<file path="config.mk">
export PLATFORM = sky130hd
export DESIGN_NAME = ps2_port_rx
export DESIGN_NICKNAME = d
export VERILOG_FILES = /design/src/rtl/ps2_port_rx.sv
export SDC_FILE = /design/constraint.sdc
export NUM_CORES = 1
export LEC_CHECK = 0
export ABC_AREA = 0
export BUFFER_PORTS_ARGS = -buffer_cell sky130_fd_sc_hd__buf_4
export CORE_MARGIN = 2
export CORE_UTILIZATION = 30
export CTS_CLUSTER_DIAMETER = 100
export DETAILED_ROUTE_END_ITERATION = 8
export REMOVE_ABC_BUFFERS = 1
export SLEW_MARGIN = 20
export SYNTH_ARGS = -nofsm -noshare
export SYNTH_HDL_FRONTEND = slang
export SYNTH_SLANG_ARGS = --single-unit
</file>
<file path="constraint.sdc">
create_clock -name clk -period 6.5 [get_ports clk]
set_input_delay 0.325 -clock clk [delete_from_list [all_inputs] [get_ports clk]]
set_output_delay 0.325 -clock clk [all_outputs]
set_load 0.02 [all_outputs]
</file>
<file path="src/rtl/ps2_port_rx.sv">
// ps2_port_rx: PS/2 device-to-host receiver on the kcpsm3 port bus.
// Conditions the PS/2 pins (synchroniser + clock glitch filter), decodes
// 11-bit frames, queues good bytes in a small FIFO and exposes the FIFO,
// a sticky status/control register and a level interrupt to the CPU.
module ps2_port_rx #(
    parameter logic [7:0] BASE_PORT       = 8'h84,
    parameter int         FIFO_DEPTH_LOG2 = 4,
    parameter int         FILTER_LEN      = 8,
    parameter int         TIMEOUT_CYCLES  = 50000
) (
    input  logic       clk,
    input  logic       reset,
    input  logic [7:0] port_id,
    input  logic       read_strobe,
    input  logic       write_strobe,
    input  logic [7:0] out_port,
    output logic [7:0] in_port,
    output logic       irq,
    input  logic       ps2_clk,
    input  logic       ps2_data
);

    localparam int DEPTH  = 1 << FIFO_DEPTH_LOG2;
    localparam int PTR_W  = FIFO_DEPTH_LOG2;
    localparam int CNT_W  = FIFO_DEPTH_LOG2 + 1;
    localparam int FILT_W = $clog2(FILTER_LEN + 1);
    localparam int TMO_W  = $clog2(TIMEOUT_CYCLES + 1);

    // BASE_PORT is even, so the status register sits at BASE_PORT with bit0 set.
    localparam logic [7:0]        STATUS_PORT = BASE_PORT | 8'h01;
    localparam logic [FILT_W-1:0] FILT_LAST   = FILT_W'(FILTER_LEN - 1);
    localparam logic [TMO_W-1:0]  TMO_LAST    = TMO_W'(TIMEOUT_CYCLES - 1);
    localparam logic [CNT_W-1:0]  CNT_FULL    = CNT_W'(DEPTH);

    typedef enum logic [1:0] {
        ST_IDLE   = 2'd0,
        ST_DATA   = 2'd1,
        ST_PARITY = 2'd2,
        ST_STOP   = 2'd3
    } state_t;

    // ------------------------------------------------------------------
    // Input conditioning state
    // ------------------------------------------------------------------
    logic              clk_s1_q, clk_s1_d, clk_s2_q, clk_s2_d;
    logic              dat_s1_q, dat_s1_d, dat_s2_q, dat_s2_d;
    logic              filt_clk_q, filt_clk_d;
    logic [FILT_W-1:0] filt_cnt_q, filt_cnt_d;
    logic              fall_s;
    logic              data_bit_s;

    // ------------------------------------------------------------------
    // Frame decoder state
    // ------------------------------------------------------------------
    state_t            state_q, state_d;
    logic [2:0]        bit_cnt_q, bit_cnt_d;
    logic [7:0]        shift_q, shift_d;
    logic              par_bit_q, par_bit_d;
    logic [TMO_W-1:0]  tmo_cnt_q, tmo_cnt_d;
    logic              push_s;
    logic              frm_set_s;
    logic              par_set_s;

    // ------------------------------------------------------------------
    // FIFO state
    // ------------------------------------------------------------------
    logic [7:0]        mem_q [DEPTH];
    logic [7:0]        mem_d [DEPTH];
    logic [PTR_W-1:0]  wr_ptr_q, wr_ptr_d;
    logic [PTR_W-1:0]  rd_ptr_q, rd_ptr_d;
    logic [CNT_W-1:0]  count_q, count_d;
    logic              nonempty_s;
    logic              full_s;
    logic              pop_s;
    logic              push_ok_s;
    logic              ovf_set_s;

    // ------------------------------------------------------------------
    // Register file / bus state
    // ------------------------------------------------------------------
    logic              irq_en_q, irq_en_d;
    logic              ovf_q, ovf_d;
    logic              par_err_q, par_err_d;
    logic              frm_err_q, frm_err_d;
    logic              wr_status_s;
    logic [7:0]        status_s;
    logic [7:0]        in_port_q, in_port_d;
    logic              irq_q, irq_d;
    logic              unused_out_bits_s;

    // Control-register bits 7:6 and 1:0 carry no function.
    assign unused_out_bits_s = ^{out_port[7:6], out_port[1:0]};

    // Synchronise both pins and run the clock glitch filter / fall detector.
    always_comb begin
        clk_s1_d   = ps2_clk;
        clk_s2_d   = clk_s1_q;
        dat_s1_d   = ps2_data;
        dat_s2_d   = dat_s1_q;
        filt_clk_d = filt_clk_q;
        filt_cnt_d = '0;
        if (clk_s2_q != filt_clk_q) begin
            if (filt_cnt_q == FILT_LAST) begin
                // FILTER_LEN-th consecutive differing sample: accept it.
                filt_clk_d = clk_s2_q;
                filt_cnt_d = '0;
            end else begin
                filt_cnt_d = filt_cnt_q + FILT_W'(1);
            end
        end else begin
            filt_cnt_d = '0;
        end
        // The fall is seen in the same cycle the filter commits to 0, and the
        // data pin is sampled in that very cycle.
        fall_s     = filt_clk_q & ~filt_clk_d;
        data_bit_s = dat_s2_q;
    end

    // Conditioning registers; the pins idle high, so reset to 1.
    always_ff @(posedge clk or negedge reset) begin
        if (!reset) begin
            clk_s1_q   <= 1'b1;
            clk_s2_q   <= 1'b1;
            dat_s1_q   <= 1'b1;
            dat_s2_q   <= 1'b1;
            filt_clk_q <= 1'b1;
            filt_cnt_q <= '0;
        end else begin
            clk_s1_q   <= clk_s1_d;
            clk_s2_q   <= clk_s2_d;
            dat_s1_q   <= dat_s1_d;
            dat_s2_q   <= dat_s2_d;
            filt_clk_q <= filt_clk_d;
            filt_cnt_q <= filt_cnt_d;
        end
    end

    // Frame decoder next-state: start/data/parity/stop plus mid-frame timeout.
    always_comb begin
        state_d   = state_q;
        bit_cnt_d = bit_cnt_q;
        shift_d   = shift_q;
        par_bit_d = par_bit_q;
        tmo_cnt_d = tmo_cnt_q;
        push_s    = 1'b0;
        frm_set_s = 1'b0;
        par_set_s = 1'b0;
        case (state_q)
            ST_IDLE: begin
                tmo_cnt_d = '0;
                if (fall_s) begin
                    if (!data_bit_s) begin
                        state_d   = ST_DATA;
                        bit_cnt_d = 3'd0;
                    end else begin
                        // A fall with data high cannot be a start bit.
                        frm_set_s = 1'b1;
                    end
                end else begin
                    state_d = ST_IDLE;
                end
            end
            ST_DATA: begin
                if (fall_s) begin
                    shift_d = {data_bit_s, shift_q[7:1]};
                    if (bit_cnt_q == 3'd7) begin
                        state_d = ST_PARITY;
                    end else begin
                        bit_cnt_d = bit_cnt_q + 3'd1;
                    end
                end else begin
                    state_d = ST_DATA;
                end
            end
            ST_PARITY: begin
                if (fall_s) begin
                    par_bit_d = data_bit_s;
                    state_d   = ST_STOP;
                end else begin
                    state_d = ST_PARITY;
                end
            end
            ST_STOP: begin
                if (fall_s) begin
                    state_d = ST_IDLE;
                    if (!data_bit_s) begin
                        frm_set_s = 1'b1;
                    end else if ((^{shift_q, par_bit_q}) == 1'b0) begin
                        par_set_s = 1'b1;
                    end else begin
                        push_s = 1'b1;
                    end
                end else begin
                    state_d = ST_STOP;
                end
            end
            default: begin
                state_d = ST_IDLE;
            end
        endcase

        // Watchdog for a stalled device: reload on every fall inside a frame.
        if (state_q != ST_IDLE) begin
            if (fall_s) begin
                tmo_cnt_d = '0;
            end else if (tmo_cnt_q == TMO_LAST) begin
                state_d   = ST_IDLE;
                bit_cnt_d = 3'd0;
                shift_d   = 8'h00;
                tmo_cnt_d = '0;
                frm_set_s = 1'b1;
            end else begin
                tmo_cnt_d = tmo_cnt_q + TMO_W'(1);
            end
        end else begin
            tmo_cnt_d = '0;
        end
    end

    // Frame decoder registers.
    always_ff @(posedge clk or negedge reset) begin
        if (!reset) begin
            state_q   <= ST_IDLE;
            bit_cnt_q <= 3'd0;
            shift_q   <= 8'h00;
            par_bit_q <= 1'b0;
            tmo_cnt_q <= '0;
        end else begin
            state_q   <= state_d;
            bit_cnt_q <= bit_cnt_d;
            shift_q   <= shift_d;
            par_bit_q <= par_bit_d;
            tmo_cnt_q <= tmo_cnt_d;
        end
    end

    // FIFO bookkeeping; a simultaneous pop frees the slot a full push needs.
    always_comb begin
        nonempty_s = (count_q != '0);
        full_s     = (count_q == CNT_FULL);
        pop_s      = read_strobe && (port_id == BASE_PORT) && nonempty_s;
        push_ok_s  = push_s && (!full_s || pop_s);
        ovf_set_s  = push_s && full_s && !pop_s;
        mem_d      = mem_q;
        wr_ptr_d   = wr_ptr_q;
        rd_ptr_d   = rd_ptr_q;
        count_d    = count_q;
        if (push_ok_s) begin
            mem_d[wr_ptr_q] = shift_q;
            wr_ptr_d        = wr_ptr_q + PTR_W'(1);
        end else begin
            wr_ptr_d = wr_ptr_q;
        end
        if (pop_s) begin
            rd_ptr_d = rd_ptr_q + PTR_W'(1);
        end else begin
            rd_ptr_d = rd_ptr_q;
        end
        case ({push_ok_s, pop_s})
            2'b10:   count_d = count_q + CNT_W'(1);
            2'b01:   count_d = count_q - CNT_W'(1);
            default: count_d = count_q;
        endcase
    end

    // FIFO storage and pointers.
    always_ff @(posedge clk or negedge reset) begin
        if (!reset) begin
            for (int i = 0; i < DEPTH; i++) begin
                mem_q[i] <= 8'h00;
            end
            wr_ptr_q <= '0;
            rd_ptr_q <= '0;
            count_q  <= '0;
        end else begin
            mem_q    <= mem_d;
            wr_ptr_q <= wr_ptr_d;
            rd_ptr_q <= rd_ptr_d;
            count_q  <= count_d;
        end
    end

    // Control/status register, read mux and interrupt; set beats clear.
    always_comb begin
        wr_status_s = write_strobe && (port_id == STATUS_PORT);
        if (wr_status_s) begin
            irq_en_d = out_port[5];
        end else begin
            irq_en_d = irq_en_q;
        end
        ovf_d     = (ovf_q     & ~(wr_status_s & out_port[2])) | ovf_set_s;
        par_err_d = (par_err_q & ~(wr_status_s & out_port[3])) | par_set_s;
        frm_err_d = (frm_err_q & ~(wr_status_s & out_port[4])) | frm_set_s;
        status_s  = {2'b00, irq_en_q, frm_err_q, par_err_q, ovf_q, full_s, nonempty_s};
        if (port_id == BASE_PORT) begin
            in_port_d = nonempty_s ? mem_q[rd_ptr_q] : 8'h00;
        end else if (port_id == STATUS_PORT) begin
            in_port_d = status_s;
        end else begin
            in_port_d = 8'h00;
        end
        irq_d = irq_en_q & nonempty_s;
    end

    // Register-file flops and registered bus outputs.
    always_ff @(posedge clk or negedge reset) begin
        if (!reset) begin
            irq_en_q  <= 1'b0;
            ovf_q     <= 1'b0;
            par_err_q <= 1'b0;
            frm_err_q <= 1'b0;
            in_port_q <= 8'h00;
            irq_q     <= 1'b0;
        end else begin
            irq_en_q  <= irq_en_d;
            ovf_q     <= ovf_d;
            par_err_q <= par_err_d;
            frm_err_q <= frm_err_d;
            in_port_q <= in_port_d;
            irq_q     <= irq_d;
        end
    end

    assign in_port = in_port_q;
    assign irq     = irq_q;

endmodule

</file>
=== After elaboration in Yosys (flattened, before gate mapping) ===
Index checks and enable logic that the tools add are counted.

* RAM bits: 0
* Memory bits (read-only): 0
* Register bits after elaboration: 193
* Output and inout bits: 9
* Bits of input ports: 22
* Memories kept: 0
* Logic and storage cells: 147
* Latch bits: 0

* Div/mod/pow operators: 0
* Bitwise gates (word level): 17
* Reductions and logical operators: 16
* Multiplexer cells: 56
* Eq/ne operators: 12
* Shift-type cells: 0
* Multiply operators: 0
* $add $sub $neg: 7
* Magnitude comparators: 3

{| class="wikitable"
|+ Operators with widths
! kind !! number
|-
| $bwmux 128 || 1
|-
| $mux 8 || 10
|-
| $mux 16 || 3
|-
| $bmux 8 s4 || 1
|-
| $demux 8 s4 || 1
|-
| $mux 3 || 7
|-
| $mux 1 || 18
|-
| $add 16x1->16 const B || 1
|-
| $eq 16x16->1 const B || 1
|-
| $eq 8x8->1 const B || 2
|-
| $mux 2 || 8
|-
| $add 4x1->4 const B || 3
|-
| $ge 5x5->1 const B || 2
|-
| $not 4->5 || 2
|-
| $pmux 5 s2 || 1
|-
| $reduce_xor 9->1 || 1
|-
| $and 1x1->1 || 8
|-
| $mux 4 || 2
|-
| $pmux 2 s4 || 1
|-
| $logic_and 1x1->1 || 7
|-
| $eq 2x2->1 const B || 3
|-
| $mux 6 || 1
|-
| $pmux 3 s2 || 1
|-
| $add 5x1->5 const B || 1
|-
| other kinds (17) || 25
|}

=== Depth between registers and ports, before layout ===
* Depth after elaboration: 11
* Gate-level depth with buffers: 16

=== Worst setup path before layout ===
OpenSTA, ideal clock, no wires.

* Path kind: register to register
* Start: reg shift_q[2]
* End: reg count_q[4]
* Arrival time: 3.133 ns
* Period minus slack after synthesis: 3.258 ns
* Stages on the path, launching flop included: 17
* Slack: 3.242 ns
* Path buffers: 3
* Path through: dfrtp_1 > buf_4 > xnor2_1 > xnor3_1 > xnor2_1 > buf_4 > buf_4 > nor3_1 > inv_1 > ha_1 > xor2_1 > ha_1 > nand3b_1 > o21ai_0 > a222oi_1 > nor2_1 > xor2_1

* Word-level cells in the longest chain between the ends: 8
* Elaborated cells on any way between the ends: 10
* Those cells by class: eq/ne: 2; mux: 5; reduce/logical: 3

{| class="wikitable"
|+ RTL lines
! element !! line !! text
|-
| start, declared || 57 || <nowiki>logic [7:0] shift_q, shift_d;</nowiki>
|-
| start signal, assigned || 231 || <nowiki>shift_q <= shift_d;</nowiki>
|-
| $reduce_xor 9->1 * || 188 || <nowiki>end else if ((^{shift_q, par_bit_q}) == 1'b0) begin</nowiki>
|-
| $mux 1 * || 188 ||
|-
| $mux 1 * || 186 || <nowiki>if (!data_bit_s) begin</nowiki>
|-
| $mux 1 * || 184 || <nowiki>if (fall_s) begin</nowiki>
|-
| $mux 1 * || 148 || <nowiki>case (state_q)</nowiki>
|-
| $logic_and 1x1->1 * || 242 || <nowiki>push_ok_s = push_s && (!full_s || pop_s);</nowiki>
|-
| $eq 2x1->1 / $eq 2x2->1 (equally long branches) || 259 || <nowiki>case ({push_ok_s, pop_s})</nowiki>
|-
| $pmux 5 s2 / $reduce_bool 2->1 (equally long branches) || n/a ||
|-
| end signal, assigned || 279 || <nowiki>count_q <= count_d;</nowiki>
|-
| end, declared || 71 || <nowiki>logic [CNT_W-1:0] count_q, count_d;</nowiki>
|}

Mark *: on every way between the ends. The rest lies on a longest branch, timed or not.
A chain may end at the register's enable or synchronous reset.

=== Worst setup path after layout ===
Same ends and word-level chain as after synthesis.

==> out/results.ini <==
[timing]
finClkSkew_ns=0.0108
fin_crit_sh=0.574
finalMaxSlewViolations=0
relSlewSlack=0.354
finalHoldViolCount=0
worst_slew_pin_slew_ns=0.967
whs_ns=0.123
fmax_ghz=0.268
setup_viol=0
min_period_ns=3.73
tns_ns=0
rsz0062_at_grt=no

[placement]
gp_congestion=0.724
placement.io_buffers=26
hpwl_um=12100
placed_cells=1066

[global_route]
grt_pass1_vias=5607
grt_max_degree=95
antenna_found_initial=0
grt_overflow=0
grtUsageTotal=0.123
grt_pass1_wl_um=31300

[power_and_ir_drop]
vdd_drop_max_mv=0.161
power.leakage_nw=4.68
powerDensity_mw_per_mm2=227

[yosys]
synthArstFlopShare=1.00
yosysUniqueCellTypes=48
synth-edff-count=0
syn_area_mm2=0.00926
syn-mean-instance-area_um2=13.6
synthTopCellsByArea=dfrtp_1 51%, mux2_2 16%, mux4_2 7.5%
synthCells=682
synth_flop_cell=dfrtp_1
yosysSeqAreaShare=0.522
ys_ff_latch=193
yosysWarnings=0
yosys.area.top_type=dfrtp_1
synth.top_cell.area_share=0.508

[setup_path]
crit_fanout=21
path_cells=xnor2_1, xnor3_1, xnor2_2, buf_4, nor3_1, inv_1, ha_1, xor2_1, ha_1, nand3b_1, o21ai_0, a222oi_1, nor2_1, xor2_1
critPathSlowestCell=dfrtp_1
criticalPathCategory=register to register
crit_required_ns=6.82
worst_ep_arrival_time_ns=4.05
endpoint_kind=register
cpPeakStageDelay_ns=0.79
cp-start-kind=register
worstRegToRegCells=14
r2r_slack_ns=2.77

[layout]
syn2layout_area_growth_pct=12.6
layout-drive-gt1-share=0.346
nets=729
multi_input_area_mm2=0.00418
register_area_mm2=0.00484
n_antenna_cell=0
final_cells=1101
final.fill_count=2973

[route]
via_per_inst=4.92
top_layer=met4
ant_nets=0
route.met3.wl_um=663
route.met2.wl_um=8910
dr.pass1.iters=4
drt-total-wl_um=18800
wl_per_cell_um=17.0
drtIter0Drc=283
met1_length_um=9030
drc=0
vias=5414

[clocking]
clk_pin_slew_ns=0.07
clock_path_buffers=2
cts_setup_buffers=0
clock_sinks=193
cts_buffers=17
h-tree-depth=4
cts_root_buf=clkbuf_16
cts_tree=done
insertion_delay_ns=0.43

[floorplan]
num_rows=64
die_x_um=180
ios=31
dieArea_mm2=0.0323
dieHeight_um=180
core_mm2=0.0305
initial_utilization=0.303

[outcome]
outcome=completed

[worst_hold_path]
min_path_cells=2
hp-class=input pin to register

[run]
maxCapViolCount=0

## placed cells by master, fill, tap and decap left out, types with 4 or more instances in the layout
cell type | synthesis | layout
nor4_4 | 12 | 12
nand2_1 | 29 | 29
a221oi_1 | 6 | 6
nor2_1 | 45 | 45
a22o_1 | 7 | 7
o21ai_0 | 8 | 8
clkbuf_16 | 0 | 17
nand3_1 | 19 | 19
buf_4 | 6 | 33
or4_1 | 5 | 5
nor3_1 | 10 | 10
mux2i_1 | 14 | 14
mux2_2 | 129 | 129
mux2_1 | 5 | 5
nor2b_1 | 11 | 11
xor2_1 | 15 | 15
nand4_1 | 5 | 5
inv_1 | 10 | 10
dfstp_2 | 5 | 5
xnor2_1 | 21 | 20
ha_1 | 15 | 15
dfrtp_1 | 188 | 187
a21oi_1 | 5 | 5
and3_1 | 7 | 7
clkinvlp_4 | 0 | 4
a211oi_1 | 7 | 7
mux4_2 | 31 | 31
## worst paths after layout
path                            endpoint        start
max                           count_q[4]   shift_q[2]
min                             irq_en_q  out_port[5]
max reg2reg                   count_q[4]   shift_q[2]
min reg2reg                     clk_s2_q     clk_s1_q
max in group asynchronous       mem_q[0]        reset
min in group asynchronous  filt_cnt_q[3]        reset
## synthesized netlist by cell type (2+ instances only)
master	instances
xor2_1	15
dfstp_2	5
a211oi_1	7
nand3b_1	3
nand4_1	5
o21ai_0	8
buf_4	6
and2_1	3
dfrtp_1	188
nor2_1	45
inv_1	10
mux2i_1	14
nand3_1	19
a22o_1	7
mux2_1	5
xnor2_1	21
or4_1	5
nor4_4	12
nor3_1	10
clkbuf_2	3
buf_2	10
buf_1	2
and3_1	7
nor4_1	3
nor4b_1	2
a221oi_1	6
clkbuf_1	25
a21oi_1	5
o31ai_1	2
ha_1	15
mux4_2	31
nand2_1	29
mux2_2	129
nor2b_1	11
## timing repair
action                                 CTS  global route
resized for setup                        0             0
endpoints found under the hold margin    5             0
hold buffers                             3             0
## kinds of logic after synthesis
family,Yosys count,synth area share
adders and majority gates,15,0.0203
muxes,179,0.254
xor gates and xnor gates,37,0.0365
and+or+nand+nor,157,0.105
DFF,193,0.522
AOI/OAI and AO/OA,45,0.0358
buffers and inverters,56,0.0269
## critical path: cells and delay by family, from the launching register on
kind	cells	cell delay, ns
AND/OR/NAND/NOR	3	0.54
buffers and inverters	2	0.37
flip-flops	1	0.79
AO/OA/AOI/OAI	2	0.33
adder cells (fa/ha/maj)	2	0.47
XOR/XNOR	5	1.10
## through the flow
stage / total power, mW / util / worst slack [ns] / cell area (um^2)
final: 2.36 / 0.342 / 2.77 / 10400
after global routing: 2.46 / 0.342 / 2.51 / 10400
after CTS: 2.40 / 0.342 / 2.75 / 10400
after detailed placement: 1.34 / 0.322 / 2.75 / 9810
after global placement: 1.34 / 0.322 / 2.77 / 9810
after floorplan: 1.29 / - / 1.75 / 9050
## report_power, final
part | switching [mW] | leakage, nW | internal, mW
sequential | 0.0113 | 2.67 | 1.22
clock | 0.474 | 0.274 | 0.576
combinational | 0.0514 | 1.74 | 0.0352
## layer usage
| metal | vias to the layer above | track usage |
|---|---|---|
| met5 | - | 0 |
| met4 | 0 | 0.0319 |
| met3 | 17 | 0.0259 |
| met2 | 79 | 0.198 |
| met1 | 2821 | 0.168 |
| li1 | 2497 | - |
## sequential cells by signal, indices dropped and copies added (netlist names), 2 cells and up
register and flops:
state_q 2, filt_cnt_q 4, rd_ptr_q 4, shift_q 8, mem_q 128, tmo_cnt_q 16, wr_ptr_q 4, bit_cnt_q 3
count_q 5, in_port 8
## area by class of cell
class,count,share of cell area
Sequential cell,193,0.464
Timing Repair Buffer,37,0.0280
Tap cell,396,0.0475
Multi-Input combinational cell,433,0.401
Inverter,10,0.00360
Clock buffer,19,0.0415
Clock inverter,13,0.0146
(Power assumes the default switching activity.)
